### config.mk
export PLATFORM = sky130hd
export DESIGN_NAME = pdm_mic_capture
export DESIGN_NICKNAME = d
export VERILOG_FILES = /design/src/rtl/pdm_pkg.sv /design/src/rtl/pdm_word_fifo.sv /design/src/rtl/pdm_mic_capture.sv
export SDC_FILE = /design/constraint.sdc
export NUM_CORES = 1
export LEC_CHECK = 0
export BUFFER_PORTS_ARGS = -buffer_cell sky130_fd_sc_hd__buf_2
export CAP_MARGIN = 20
export CORE_ASPECT_RATIO = 0.7
export CORE_MARGIN = 5
export CORE_UTILIZATION = 35
export DETAILED_ROUTE_END_ITERATION = 8
export PLACE_DENSITY = 0.49
export REMOVE_ABC_BUFFERS = 1
export SLEW_MARGIN = 0
export SYNTH_ARGS = -nofsm -noshare
export SYNTH_HDL_FRONTEND = slang
export SYNTH_SLANG_ARGS = --single-unit
### constraint.sdc
create_clock -name clk -period 3.9 [get_ports clk]
set_clock_uncertainty 0.2 [all_clocks]
set_input_delay 0.39 -clock clk [delete_from_list [all_inputs] [get_ports clk]]
set_output_delay 0.39 -clock clk [all_outputs]
set_load 0.05 [all_outputs]
### src/rtl/pdm_pkg.sv
// Shared constants and helpers for the PDM microphone capture path.
package pdm_pkg;

  localparam int PDM_HALF_PERIOD = 32;
  localparam int PDM_WORD_W      = 32;
  localparam int PDM_FIFO_DEPTH  = 16;

  // Width needed to hold a count from 0 up to and including depth.
  function automatic int clog2_p1(input int depth);
    return $clog2(depth + 1);
  endfunction

endpackage

### src/rtl/pdm_word_fifo.sv
// Show-ahead word FIFO with registered head outputs and an explicit level counter.
module pdm_word_fifo
  import pdm_pkg::*;
#(
  parameter int WIDTH = PDM_WORD_W,
  parameter int DEPTH = PDM_FIFO_DEPTH
) (
  input  logic                         clk,
  input  logic                         rst,
  input  logic                         push,
  input  logic [WIDTH-1:0]             din,
  output logic                         full,
  output logic                         valid,
  input  logic                         ready,
  output logic [WIDTH-1:0]             dout,
  output logic [clog2_p1(DEPTH)-1:0]   level
);

  localparam int PTR_W   = $clog2(DEPTH);
  localparam int LEVEL_W = clog2_p1(DEPTH);

  logic [WIDTH-1:0]   mem [DEPTH];
  logic [PTR_W-1:0]   wr_ptr;
  logic [PTR_W-1:0]   rd_ptr;
  logic [PTR_W-1:0]   rd_ptr_n;
  logic [LEVEL_W-1:0] level_n;
  logic               pop;
  logic               do_push;

  // A pop frees a slot in the same cycle, so a full FIFO still accepts a push alongside a pop.
  assign full    = (level == LEVEL_W'(DEPTH));
  assign pop     = valid & ready;
  assign do_push = push & (~full | pop);

  // Next read pointer and next fill level for this cycle's push/pop combination.
  always_comb begin
    rd_ptr_n = rd_ptr;
    level_n  = level;
    if (pop) begin
      rd_ptr_n = rd_ptr + PTR_W'(1);
    end
    case ({do_push, pop})
      2'b10:   level_n = level + LEVEL_W'(1);
      2'b01:   level_n = level - LEVEL_W'(1);
      default: level_n = level;
    endcase
  end

  // Storage write; contents need no reset because the pointers define what is live.
  always_ff @(posedge clk) begin
    if (do_push) begin
      mem[wr_ptr] <= din;
    end
  end

  // Pointers, level and registered head; the incoming word bypasses storage when it becomes the only entry.
  always_ff @(posedge clk) begin
    if (rst) begin
      wr_ptr <= '0;
      rd_ptr <= '0;
      level  <= '0;
      valid  <= 1'b0;
      dout   <= '0;
    end else begin
      if (do_push) begin
        wr_ptr <= wr_ptr + PTR_W'(1);
      end
      rd_ptr <= rd_ptr_n;
      level  <= level_n;
      valid  <= (level_n != '0);
      if (do_push && (level_n == LEVEL_W'(1))) begin
        dout <= din;
      end else if (level_n != '0) begin
        dout <= mem[rd_ptr_n];
      end
    end
  end

endmodule

### src/rtl/pdm_mic_capture.sv
// PDM microphone front-end: bit clock generation, input sync, word packing and buffered stream output.
module pdm_mic_capture
  import pdm_pkg::*;
#(
  parameter int HALF_PERIOD = PDM_HALF_PERIOD,
  parameter int WORD_W      = PDM_WORD_W,
  parameter int FIFO_DEPTH  = PDM_FIFO_DEPTH
) (
  input  logic                              clk,
  input  logic                              rst,
  input  logic                              enable,
  output logic                              pdm_m_clk,
  input  logic                              pdm_m_data_i,
  output logic                              pdm_audio_shutdown,
  output logic [WORD_W-1:0]                 m_tdata,
  output logic                              m_tvalid,
  input  logic                              m_tready,
  output logic [clog2_p1(FIFO_DEPTH)-1:0]   fifo_level,
  output logic                              overflow,
  input  logic                              clear_overflow
);

  localparam int CNT_W = $clog2(HALF_PERIOD);
  localparam int BIT_W = $clog2(WORD_W);
  localparam logic [CNT_W-1:0] CNT_LAST = CNT_W'(HALF_PERIOD - 1);
  localparam logic [BIT_W-1:0] BIT_LAST = BIT_W'(WORD_W - 1);

  logic              sync_ff1;
  logic              data_s;
  logic [CNT_W-1:0]  half_cnt;
  logic              rise;
  logic [BIT_W-1:0]  bit_cnt;
  logic [WORD_W-1:0] shreg;
  logic              push_req;
  logic [WORD_W-1:0] push_word;
  logic              fifo_full;

  // The bit clock goes high on this edge, which is also the moment we take a sample.
  assign rise = enable && (half_cnt == CNT_LAST) && !pdm_m_clk;

  // Two-stage synchroniser for the asynchronous microphone data line.
  always_ff @(posedge clk) begin
    if (rst) begin
      sync_ff1 <= 1'b0;
      data_s   <= 1'b0;
    end else begin
      sync_ff1 <= pdm_m_data_i;
      data_s   <= sync_ff1;
    end
  end

  // Half-period divider producing the microphone clock; disabling parks it low.
  always_ff @(posedge clk) begin
    if (rst) begin
      half_cnt  <= '0;
      pdm_m_clk <= 1'b0;
    end else if (!enable) begin
      half_cnt  <= '0;
      pdm_m_clk <= 1'b0;
    end else if (half_cnt == CNT_LAST) begin
      half_cnt  <= '0;
      pdm_m_clk <= ~pdm_m_clk;
    end else begin
      half_cnt  <= half_cnt + CNT_W'(1);
    end
  end

  // Shift samples in MSB-first and hand a finished word to the FIFO one cycle later; disabling drops a partial word.
  always_ff @(posedge clk) begin
    if (rst) begin
      bit_cnt   <= '0;
      shreg     <= '0;
      push_req  <= 1'b0;
      push_word <= '0;
    end else begin
      push_req <= 1'b0;
      if (!enable) begin
        bit_cnt <= '0;
        shreg   <= '0;
      end else if (rise) begin
        shreg <= {shreg[WORD_W-2:0], data_s};
        if (bit_cnt == BIT_LAST) begin
          bit_cnt   <= '0;
          push_req  <= 1'b1;
          push_word <= {shreg[WORD_W-2:0], data_s};
        end else begin
          bit_cnt <= bit_cnt + BIT_W'(1);
        end
      end
    end
  end

  // Sticky drop flag; a drop in the same cycle as a clear keeps it set.
  always_ff @(posedge clk) begin
    if (rst) begin
      overflow <= 1'b0;
    end else if (push_req && fifo_full && !(m_tvalid && m_tready)) begin
      overflow <= 1'b1;
    end else if (clear_overflow) begin
      overflow <= 1'b0;
    end
  end

  // Audio path power follows enable with one cycle of delay.
  always_ff @(posedge clk) begin
    if (rst) begin
      pdm_audio_shutdown <= 1'b0;
    end else begin
      pdm_audio_shutdown <= enable;
    end
  end

  pdm_word_fifo #(
    .WIDTH (WORD_W),
    .DEPTH (FIFO_DEPTH)
  ) u_fifo (
    .clk   (clk),
    .rst   (rst),
    .push  (push_req),
    .din   (push_word),
    .full  (fifo_full),
    .valid (m_tvalid),
    .ready (m_tready),
    .dout  (m_tdata),
    .level (fifo_level)
  );

endmodule

==> metrics <==
outcome=complete, no violations; most frequent cell after synthesis=edfxtp_1; normalized max-slew margin=0.288; first-pass GRT wire length=108 mm; CP Launch Type=flip-flop; Nets=approximately 1900; Vias/cell=5.53; H-tree levels=2; CP Data Arrival Time=3.93 ns; DPL Wire Length=~41 mm; DR iter-0 viols=1357; Pleak=10.9 nW; Initial Util=0.351; die width=~340 um; sequential area share after synthesis=0.682; Clock Root Buffer=clkbuf_16; CTS tree=built; Syn Area/Cell=14.5 um2; later-pin clock latency in the skew report=0.64 ns; port bufs=46; Post-DRT Antenna Nets=0; antenna cells=0; routed via count=roughly 16000; fraction of registers with async set/reset=0; total wire length=73.0 mm; Post-CTS Setup Bufs=0; # setup viols final=0; die area=just over 80000 um2; cell family with most CP delay=simple AND/OR/NAND/NOR gates; area share of the largest cell type after synthesis=0.587; Final period util=0.921; Setup CP Type=reg -> reg; Final Hold Viols=0; Post-Synthesis Cells=1804; # rows=84; Synth Warn #=0; Post-synth EDFFs=around 500; Worst Path Buf+Inv=0; area added between synthesis and finish=15.5%; commonest cells in the synthesized netlist=edfxtp_1, nand2_1, mux2i_1; Critical Path Fanout Max=33; DP Cell Count=2773; Yosys reg bits=roughly 640; ranking of synthesized cells by area=edfxtp_1, dfxtp_1, mux2i_1; CP max-delay cell=nor2b_4; GPL Wtd Cong=roughly 0.76; Total Routing Usage GR=0.180; crit-path cells=nand3b_1, xnor2_1, ha_1, or4_1, o22ai_2, and3_1, o311ai_4, nor2b_4, a21oi_1, a211oi_2; Sink Count=637; fmax=278 MHz; Total Power=16.9 mW; Max-Cap Viols=0; RSZ-0062 raised after global routing=false; DR DRC count=0; Required @ worst endpoint=4.24 ns; # IOs=47; core area=74600 um2; Pre-antenna DRT Iters=7; slowest stage delay, CP=0.88 ns; Setup crit end kind=flip-flop; most used flip-flop cell after synthesis=edfxtp_1; share of layout cells above drive strength 1=0.182; CTS buffer count=just over 60; WL/cell=25.2 um; clock slew at reported path FFs=0.06 ns; number of global-route vias before repair=16000; CTS Buffer Depth=3; pin count of the biggest net entering global routing=just under 60; Hold Crit Class=in -> reg; Post-Syn Area=26200 um2; die extent in y=239 um; total gr overflow=0; Max VDD drop=467 uV; Pwr Density=559 nW/um2; minimum clock period=3.59 ns; fin cells=2895; Slew Limit Fails=0; initial antenna violation count=1; Synth area leader=edfxtp_1; measured slew at the worst slew-check pin=1.07 ns; synth unique cells=59
what timing repair did:
item	in CTS	in global routing
resized for setup	0	2
endpoints found under the hold margin	18	0
hold buffers	6	0
setup endpoints to repair	0	6
stage by stage:
stage	worst slack, ns	hold WS (ns)	util	instance area [um2]	TNS (ns)
5_1_grt	0.0156	0.197	0.406	30300	0
4_1_cts	0.279	0.122	0.406	30300	0
3_3_place_gp	0.368	0.225	0.378	28200	0
2_1_floorplan	-7.90	0.214	-	25600	-342.90
6_report	0.308	0.168	0.406	30300	0
3_5_place_dp	0.224	0.229	0.378	28200	0
layout by cell type (no fill, tap or decap), types with 29 or more instances in the layout:
cell / netlist / layout
a211oi_1: 30 / 30
o21ai_0: 42 / 42
clkbuf_16: 0 / 66
mux2i_1: 170 / 170
buf_4: 3 / 48
buf_2: 23 / 45
and3_1: 37 / 37
a21oi_1: 96 / 96
mux2_2: 33 / 33
buf_12: 0 / 29
dfxtp_1: 125 / 123
nand2_1: 179 / 176
a221oi_1: 90 / 90
o221ai_1: 34 / 34
nor2_1: 61 / 47
edfxtp_1: 512 / 512
area by class of cell:
cell class / instances / area (um2)
clock buffer: 103 / 1940
clock inverter: 13 / 92.6
fill: 6858 / 44300
inverter: 8 / 30.0
multi-input combinational: 1017 / 7880
sequential: 637 / 17900
tap: 989 / 1240
timing repair buffer: 128 / 1230
per-layer routing:
layer | track usage | wire length (um)
met1 | 0.279 | 36500
met3 | 0.0309 | 4180
met2 | 0.265 | 31100
met5 | 0 | 0
met4 | 0.0379 | 1160
power by group:
part           internal, mW  switching (mW)
Sequential             7.36           0.141
Clock                  3.43            2.53
Combinational          1.25            2.19
Total                  12.1            4.86
path summary, 6_finish.rpt:
kind,start,end,slack (ns),depth (start not counted)
max,push_req,u_fifo.dout[8],0.31,10
min,m_tready,u_fifo.level[1],0.17,5
max reg2reg,push_req,u_fifo.dout[8],0.31,10
min reg2reg,sync_ff1,data_s,0.24,1
logic make-up (layout without fill, tap and decap cells):
| logic type | after synthesis | count (layout) | share of synthesized area |
|---|---|---|---|
| flops | 637 | 637 | 0.682 |
| simple gates | 339 | 339 | 0.0577 |
| compound gates | 426 | 426 | 0.125 |
| buf+inv | 150 | 252 | 0.0242 |
| fa+ha+maj | 10 | 10 | 0.00477 |
| mux | 230 | 230 | 0.102 |
| xor+xnor | 12 | 12 | 0.00401 |
state kept, by name, summed over array words and instances, names as in the netlist, 4 cells and up:
name and flops:
u_fifo.mem 512, push_word 32, u_fifo.dout 32, shreg 31
bit_cnt 5, half_cnt 5, u_fifo.level 5, u_fifo.rd_ptr 4
u_fifo.wr_ptr 4
worst reg2reg max path, cell delays in order, from the launching register on:
cell and delay [ns]:
dfxtp_1 0.35, nand3b_1 0.20, xnor2_1 0.15, ha_1 0.25, or4_1 0.45, o22ai_2 0.19, and3_1 0.22, o311ai_4 0.17
nor2b_4 0.88, a21oi_1 0.14, a211oi_2 0.29
Power figures use the tool's default switching activity.
